### src/rtl/ysyx_22040365_wbu_if.sv
// Writeback unit bus: retiring-instruction handshake, load-data return and
// register-file write port, bundled so the upstream side and the WBU share one view.
interface ysyx_22040365_wbu_if #(
  parameter int ADDR_WIDTH = 5,
  parameter int DATA_WIDTH = 64
);
  logic                  in_valid;
  logic                  in_ready;
  logic [ADDR_WIDTH-1:0] in_rd;
  logic                  in_rd_wen;
  logic                  in_is_load;
  logic [2:0]            in_funct3;
  logic [2:0]            in_addr_lo;
  logic [DATA_WIDTH-1:0] in_result;
  logic                  mem_rvalid;
  logic [DATA_WIDTH-1:0] mem_rdata;
  logic                  rf_wen;
  logic [ADDR_WIDTH-1:0] rf_waddr;
  logic [DATA_WIDTH-1:0] rf_wdata;
  logic                  commit_valid;
  logic                  err;

  // Upstream pipeline / memory side.
  modport master (
    output in_valid, in_rd, in_rd_wen, in_is_load, in_funct3, in_addr_lo, in_result,
    output mem_rvalid, mem_rdata,
    input  in_ready, rf_wen, rf_waddr, rf_wdata, commit_valid, err
  );

  // Writeback unit side.
  modport slave (
    input  in_valid, in_rd, in_rd_wen, in_is_load, in_funct3, in_addr_lo, in_result,
    input  mem_rvalid, mem_rdata,
    output in_ready, rf_wen, rf_waddr, rf_wdata, commit_valid, err
  );
endinterface

### src/rtl/ysyx_22040365_wbu.sv
// Writeback unit: retires one instruction at a time, waits for and extends load data,
// and drives the register-file write port plus a one-cycle commit pulse.
module ysyx_22040365_wbu #(
  parameter int ADDR_WIDTH = 5,
  parameter int DATA_WIDTH = 64,
  parameter int TIMEOUT    = 255
) (
  input  logic                    clk,
  input  logic                    rst,
  ysyx_22040365_wbu_if.slave      bus
);

  typedef enum logic [1:0] {
    IDLE,
    WAIT_MEM,
    WRITE
  } state_e;

  // Last WAIT_MEM count before the load is abandoned; reaching TIMEOUT means giving up.
  localparam logic [7:0] CNT_LAST = 8'(TIMEOUT - 1);

  state_e                state_q, state_d;
  logic                  accept;
  logic                  rvalid_hit;
  logic                  timeout_hit;
  logic                  enter_write;

  logic [ADDR_WIDTH-1:0] rd_q;
  logic                  rd_wen_q;
  logic [2:0]            funct3_q;
  logic [2:0]            addr_lo_q;
  logic [7:0]            cnt_q;

  logic [DATA_WIDTH-1:0] lane;
  logic [DATA_WIDTH-1:0] load_data;
  logic                  load_bad;

  logic                  wen_d;
  logic [ADDR_WIDTH-1:0] waddr_d;
  logic [DATA_WIDTH-1:0] wdata_d;
  logic                  err_set;

  logic                  rf_wen_q;
  logic [ADDR_WIDTH-1:0] rf_waddr_q;
  logic [DATA_WIDTH-1:0] rf_wdata_q;
  logic                  commit_q;
  logic                  err_q;

  assign bus.in_ready = (state_q != WAIT_MEM);
  assign accept       = bus.in_valid && (state_q != WAIT_MEM);
  assign rvalid_hit   = (state_q == WAIT_MEM) && bus.mem_rvalid;
  // Data arriving on the final count wins over the timeout.
  assign timeout_hit  = (state_q == WAIT_MEM) && !bus.mem_rvalid && (cnt_q == CNT_LAST);
  assign enter_write  = (state_d == WRITE);

  // NOTE: sequential state uses non-blocking assignments so every flop samples
  // pre-edge values regardless of process ordering.
  always_ff @(posedge clk) begin
    if (!rst) state_q <= IDLE;
    else      state_q <= state_d;
  end

  // NOTE: every combinational output gets a default first so no path leaves it
  // unassigned, which would otherwise infer a latch.
  always_comb begin
    state_d = state_q;
    case (state_q)
      IDLE, WRITE: begin
        if (accept) state_d = bus.in_is_load ? WAIT_MEM : WRITE;
        else        state_d = IDLE;
      end
      WAIT_MEM: if (rvalid_hit || timeout_hit) state_d = WRITE;
      default:  state_d = IDLE;
    endcase
  end

  // Load extraction: shift the addressed byte into lane 0, then size and extend.
  always_comb begin
    lane      = bus.mem_rdata >> {addr_lo_q, 3'b000};
    load_data = '0;
    load_bad  = 1'b0;
    case (funct3_q)
      3'b000:  load_data = {{(DATA_WIDTH-8){lane[7]}},   lane[7:0]};
      3'b001:  load_data = {{(DATA_WIDTH-16){lane[15]}}, lane[15:0]};
      3'b010:  load_data = {{(DATA_WIDTH-32){lane[31]}}, lane[31:0]};
      3'b011:  load_data = lane;
      3'b100:  load_data = {{(DATA_WIDTH-8){1'b0}},      lane[7:0]};
      3'b101:  load_data = {{(DATA_WIDTH-16){1'b0}},     lane[15:0]};
      3'b110:  load_data = {{(DATA_WIDTH-32){1'b0}},     lane[31:0]};
      default: load_bad  = 1'b1;
    endcase
  end

  // Values loaded into the write-port registers on the edge that enters WRITE.
  // Outside WAIT_MEM the only way into WRITE is a non-load accepted this cycle.
  always_comb begin
    wen_d   = 1'b0;
    waddr_d = rd_q;
    wdata_d = '0;
    err_set = 1'b0;
    if (state_q == WAIT_MEM) begin
      wen_d = rd_wen_q && (rd_q != '0);
      if (rvalid_hit) begin
        wdata_d = load_data;
        err_set = load_bad;
      end else if (timeout_hit) begin
        err_set = 1'b1;
      end
    end else begin
      wen_d   = bus.in_rd_wen && (bus.in_rd != '0);
      waddr_d = bus.in_rd;
      wdata_d = bus.in_result;
      err_set = bus.mem_rvalid;
    end
  end

  // NOTE: the latched instruction fields carry no reset; they are only read after
  // an accept has loaded them, so resetting them would add wiring with no effect.
  always_ff @(posedge clk) begin
    if (accept) begin
      rd_q      <= bus.in_rd;
      rd_wen_q  <= bus.in_rd_wen;
      funct3_q  <= bus.in_funct3;
      addr_lo_q <= bus.in_addr_lo;
    end
  end

  always_ff @(posedge clk) begin
    if (!rst) begin
      rf_wen_q   <= 1'b0;
      rf_waddr_q <= '0;
      rf_wdata_q <= '0;
      commit_q   <= 1'b0;
      err_q      <= 1'b0;
      cnt_q      <= '0;
    end else begin
      commit_q <= enter_write;
      rf_wen_q <= enter_write && wen_d;
      if (enter_write) begin
        rf_waddr_q <= waddr_d;
        rf_wdata_q <= wdata_d;
      end
      if (err_set) err_q <= 1'b1;
      if (accept)                     cnt_q <= '0;
      else if (state_q == WAIT_MEM)   cnt_q <= cnt_q + 8'd1;
    end
  end

  assign bus.rf_wen       = rf_wen_q;
  assign bus.rf_waddr     = rf_waddr_q;
  assign bus.rf_wdata     = rf_wdata_q;
  assign bus.commit_valid = commit_q;
  assign bus.err          = err_q;

endmodule

### src/flat_wrapper.sv
// flat-port wrapper written by rule: the top's interface ports become plain ports
module ysyx_22040365_wbu_flat 
#(
  parameter int ADDR_WIDTH = 5,
  parameter int DATA_WIDTH = 64,
  parameter int TIMEOUT    = 255
)
  (clk, rst, bus_in_valid, bus_in_rd, bus_in_rd_wen, bus_in_is_load, bus_in_funct3, bus_in_addr_lo, bus_in_result, bus_mem_rvalid, bus_mem_rdata, bus_in_ready, bus_rf_wen, bus_rf_waddr, bus_rf_wdata, bus_commit_valid, bus_err);
  ysyx_22040365_wbu_if #(.ADDR_WIDTH(ADDR_WIDTH), .DATA_WIDTH(DATA_WIDTH)) bus_i ();
  input  logic clk;
  input  logic rst;
  input wire logic [$bits(bus_i.in_valid)-1:0] bus_in_valid;
  input wire logic [$bits(bus_i.in_rd)-1:0] bus_in_rd;
  input wire logic [$bits(bus_i.in_rd_wen)-1:0] bus_in_rd_wen;
  input wire logic [$bits(bus_i.in_is_load)-1:0] bus_in_is_load;
  input wire logic [$bits(bus_i.in_funct3)-1:0] bus_in_funct3;
  input wire logic [$bits(bus_i.in_addr_lo)-1:0] bus_in_addr_lo;
  input wire logic [$bits(bus_i.in_result)-1:0] bus_in_result;
  input wire logic [$bits(bus_i.mem_rvalid)-1:0] bus_mem_rvalid;
  input wire logic [$bits(bus_i.mem_rdata)-1:0] bus_mem_rdata;
  output wire logic [$bits(bus_i.in_ready)-1:0] bus_in_ready;
  output wire logic [$bits(bus_i.rf_wen)-1:0] bus_rf_wen;
  output wire logic [$bits(bus_i.rf_waddr)-1:0] bus_rf_waddr;
  output wire logic [$bits(bus_i.rf_wdata)-1:0] bus_rf_wdata;
  output wire logic [$bits(bus_i.commit_valid)-1:0] bus_commit_valid;
  output wire logic [$bits(bus_i.err)-1:0] bus_err;
  assign bus_i.in_valid = bus_in_valid;
  assign bus_i.in_rd = bus_in_rd;
  assign bus_i.in_rd_wen = bus_in_rd_wen;
  assign bus_i.in_is_load = bus_in_is_load;
  assign bus_i.in_funct3 = bus_in_funct3;
  assign bus_i.in_addr_lo = bus_in_addr_lo;
  assign bus_i.in_result = bus_in_result;
  assign bus_i.mem_rvalid = bus_mem_rvalid;
  assign bus_i.mem_rdata = bus_mem_rdata;
  assign bus_in_ready = bus_i.in_ready;
  assign bus_rf_wen = bus_i.rf_wen;
  assign bus_rf_waddr = bus_i.rf_waddr;
  assign bus_rf_wdata = bus_i.rf_wdata;
  assign bus_commit_valid = bus_i.commit_valid;
  assign bus_err = bus_i.err;
  ysyx_22040365_wbu #(.ADDR_WIDTH(ADDR_WIDTH), .DATA_WIDTH(DATA_WIDTH), .TIMEOUT(TIMEOUT)) u_core (.clk(clk), .rst(rst), .bus(bus_i));
endmodule
### config.mk
export PLATFORM = sky130hd
export DESIGN_NAME = ysyx_22040365_wbu_flat
export DESIGN_NICKNAME = d
export VERILOG_FILES = /design/src/rtl/ysyx_22040365_wbu_if.sv /design/src/rtl/ysyx_22040365_wbu.sv /design/src/flat_wrapper.sv
export SDC_FILE = /design/constraint.sdc
export NUM_CORES = 1
export LEC_CHECK = 0
export ABC_AREA = 1
export BUFFER_PORTS_ARGS = -buffer_cell sky130_fd_sc_hd__buf_2
export CAP_MARGIN = 5
export CORE_ASPECT_RATIO = 1.4
export CORE_MARGIN = 2
export CORE_UTILIZATION = 52
export DETAILED_ROUTE_END_ITERATION = 7
export HOLD_SLACK_MARGIN = 0.15
export PLACE_DENSITY_LB_ADDON = 0.08
export SETUP_SLACK_MARGIN = 0.3
export SYNTH_ARGS = -nofsm -noshare
export SYNTH_HDL_FRONTEND = slang
export SYNTH_SLANG_ARGS = --single-unit
### constraint.sdc
create_clock -name clk -period 1.76 [get_ports clk]
set_input_delay 0.176 -clock clk [delete_from_list [all_inputs] [get_ports clk]]
set_output_delay 0.176 -clock clk [all_outputs]
set_load 0.1 [all_outputs]
==> flow_metrics.py <==
metrics = {
    "outcome": {
        "status": "finished, violations left",
        "violations": "setup timing",
    },
    "floorplan": {
        "rows": 48,
        "fp.dieH_um": 136,
        "die_x_um": 98.5,
        "core_mm2": 0.0123,
        "ios": 218,
        "die-area_mm2": 0.0134,
        "start_util_pct": 53.1,
    },
    "setup_path": {
        "crit_chain": "inv_4 -> buf_8 -> buf_6 -> o21ai_2 -> buf_4 -> nand2_1 -> nand3_1 -> o211ai_1 -> nand2_1 -> a21oi_2 -> nor2_1",
        "crit_required_ns": 2.00,
        "rr_startpoint": "u_core.addr_lo_q[0]",
        "start_kind": "flip-flop",
        "rr_endpoint": "u_core.bus.rf_wdata[26]",
        "worst-r2r-cell-count": 11,
        "slowest_delay_ns": 0.44,
        "path_buf_inv": 4,
        "cp_data_arrival_time_ns": 2.17,
        "critical_path_class": "reg2reg",
        "rrSetupSlack_ns": -0.18,
        "critPathMaxFanout": 11,
        "crit_top_cell": "nand2_1",
        "crit_family": "buffers and inverters",
        "cp_slowest_cell": "edfxtp_1",
        "cp-end-kind": "flip-flop",
        "path_depth": 11,
    },
    "timing": {
        "layout_setup_ws_ns": -0.176,
        "fin_skew_ns": 0.00994,
        "hold_viol": 0,
        "finalMaxSlewViolations": 0,
        "worst_slew_pin_slew_ns": 0.516,
        "timing.final.crit_share_pct": 110,
        "max_freq_mhz": 517,
        "finalSetupViolCount": 60,
        "finalCriticalPeriod_ns": 1.94,
        "max_slew_margin_pct": 65.8,
        "rsz0062_at_grt": "true",
    },
    "yosys": {
        "synth-adder-area-share_pct": 0.385,
        "synthSimpleGateAreaFrac_pct": 37.8,
        "synthTopCellsByArea": "dfxtp_1, nand2_1, o21ai_0",
        "synth_top_family_by_area": "simple AND/OR/NAND/NOR gates",
        "ys_ff_latch": 94,
        "yosysTopAreaCell": "dfxtp_1",
        "avgSynthCellArea_um2": 5.99,
        "yosys_warnings": 0,
        "synth_fp_nets": 1233,
        "synth_flop_cell": "dfxtp_1",
        "synth_cell_type_count": 34,
        "yosysTopAreaCellShare_pct": 25.2,
        "synthMuxAreaShare_pct": 0,
        "async_flop_share_pct": 0,
        "synth_compound_area_share_pct": 19.2,
        "synth_xor_area_share_pct": 0.135,
        "synthCells": 1086,
        "synth-edff-count": 12,
        "synth_area_mm2": 0.00650,
        "yosysSeqAreaShare_pct": 30.8,
    },
    "finish": {
        "final_cell_mix": "nand2_1, buf_2, inv_1",
        "layout-drive-gt1-share_pct": 38.4,
        "seqCellArea_mm2": 0.00201,
        "fin_nets": 1519,
        "design_area_mm2": 0.0101,
        "multi_input_area_mm2": 0.00438,
        "num-fill-cells": 851,
        "area_growth_pct": 54.9,
        "antennaDiodeCount": 0,
        "instances_no_fill": 1527,
        "layout_commonest_cell": "nand2_1",
    },
    "route": {
        "wirelength_mm": 28.7,
        "dr.pass1.iters": 6,
        "antenna_left": 0,
        "drtIter0Drc": 832,
        "vias_per_cell": 5.88,
        "wl_per_cell_um": 18.8,
        "vias": 8985,
        "drcViolationCount": 0,
    },
    "global_route": {
        "antenna_found_initial": 0,
        "overflow": 0,
        "grt_max_degree": 71,
        "grt_pass1_vias": 7811,
        "grt_use_total_pct": 35.8,
        "grt_pass1_wl_mm": 38.5,
    },
    "clocking": {
        "clk_pin_slew_ns": 0.08,
        "cts_root_buffer": "clkbuf_16",
        "cts_buffers": 9,
        "clockBufferDepth": 2,
        "cts_tree": "yes",
        "h-tree-depth": 3,
        "clock-sinks": 94,
        "clock_latency_ns": 0.35,
    },
    "power": {
        "cellPowerDensity_mw_per_mm2": 751,
        "ir_worst_vdd_mv": 0.801,
        "p_leak_nw": 5.28,
    },
    "min_path": {
        "hp-start": "bus_in_result[45]",
        "whs_path_depth": 5,
        "min_to": "u_core.bus.rf_wdata[45]",
        "hold_path.class": "in2reg",
    },
    "placement": {
        "io_buffers": 217,
        "gp_congestion": 0.956,
        "placed_cell_area_mm2": 0.00812,
        "dp_hpwl_mm": 17.4,
        "placed_cells": 1438,
        "dp_slack_ns": -0.0526,
    },
    "flow_run": {
        "maxCapViolations": 0,
    },
}
==> final cells by class <==
type                            count  area share [%]
Multi-Input combinational cell    818            43.5
Timing Repair Buffer              357            28.3
Sequential cell                    94            19.9
Inverter                           92            3.53
Clock buffer                        9            2.23
Tap cell                          150            1.86
Clock inverter                      7           0.683
==> flip-flops by register name, summed over array words and instances, names as in the netlist <==
register,cells
u_core.cnt_q,8
u_core.bus.err,1
u_core.bus.commit_valid,1
u_core.bus.rf_wen,1
u_core.rd_wen_q,1
u_core.bus.rf_waddr,5
u_core.rd_q,5
u_core.state_q,2
u_core.bus.rf_wdata,64
u_core.addr_lo_q,3
u_core.funct3_q,3
==> layer usage <==
layer	routed length (µm)	track usage (%)	vias up
met1	10200	42.6	4108
met3	2510	5.55	150
li1	-	-	4123
met2	14000	62.3	604
met4	1980	18.4	0
met5	0	0	-
==> worst reg2reg max path: stages, from the launching register on <==
cell	delay, ns
edfxtp_1	0.44
inv_4	0.17
buf_8	0.16
buf_6	0.15
o21ai_2	0.07
buf_4	0.14
nand2_1	0.07
nand3_1	0.10
o211ai_1	0.13
nand2_1	0.16
a21oi_2	0.18
nor2_1	0.07
==> synth_stat cells, types with 2 or more instances <==
| library cell | number |
|---|---|
| nand3_1 | 67 |
| a21oi_1 | 74 |
| o21ai_2 | 7 |
| o211ai_1 | 20 |
| buf_6 | 7 |
| buf_4 | 7 |
| nand2_1 | 393 |
| and2_1 | 4 |
| nor2_1 | 58 |
| o21ai_0 | 85 |
| inv_2 | 4 |
| nor3_1 | 7 |
| or2_2 | 14 |
| a22oi_1 | 6 |
| ha_1 | 2 |
| buf_1 | 15 |
| nand4_1 | 35 |
| inv_1 | 88 |
| o21ai_1 | 33 |
| buf_2 | 23 |
| nor2_4 | 2 |
| dfxtp_1 | 82 |
| clkbuf_1 | 31 |
| edfxtp_1 | 12 |
==> worst max path at each step <==
stage	startpoint	to	slack, ns
floorplan	u_core.addr_lo_q[0]	u_core.bus.rf_wdata[8]	0.17
global placement	u_core.addr_lo_q[1]	u_core.bus.rf_wdata[10]	-0.01
detailed placement	u_core.addr_lo_q[0]	u_core.bus.rf_wdata[32]	-0.05
CTS	u_core.addr_lo_q[0]	u_core.bus.rf_wdata[10]	-0.03
global route	u_core.addr_lo_q[0]	u_core.bus.rf_wdata[26]	-0.23
finish	u_core.addr_lo_q[0]	u_core.bus.rf_wdata[26]	-0.18
==> stage by stage <==
| stage | power, mW | utilization (%) | hold WS [ns] | setup TNS [ns] |
|---|---|---|---|---|
| after floorplan | 4.36 | - | 0.275 | 0 |
| after global placement | 5.05 | 66.3 | 0.356 | -0.0136 |
| after detailed placement | 5.07 | 66.3 | 0.355 | -0.468 |
| after CTS | 7.19 | 75.1 | 0.150 | -0.0533 |
| after global routing | 7.80 | 82.3 | 0.160 | -7.72 |
| final | 7.57 | 82.3 | 0.153 | -3.19 |
==> report_power, final <==
| part | switching [mW] | internal [mW] |
|---|---|---|
| clock | 0.971 | 0.998 |
| sequential | 0.0955 | 2.33 |
| combinational | 2.19 | 0.985 |
| total | 3.26 | 4.31 |
==> kinds of logic (layout without fill, tap and decap cells) <==
logic type / count (synthesis) / count (layout)
AO/OA/AOI/OAI: 229 / 229
XOR/XNOR: 1 / 1
adder cells (fa/ha/maj): 2 / 2
buffers and inverters: 175 / 465
flip-flops: 94 / 94
AND/OR/NAND/NOR: 585 / 586
==> timing repair <==
action	CTS	global route
setup endpoints to repair	74	80
setup buffers	11	19
hold endpoints to repair	26	0
cloned	5	11
pin swaps	15	31
gates resized for setup	89	134
hold buffers	27	0
Power figures use the tool's default switching activity.
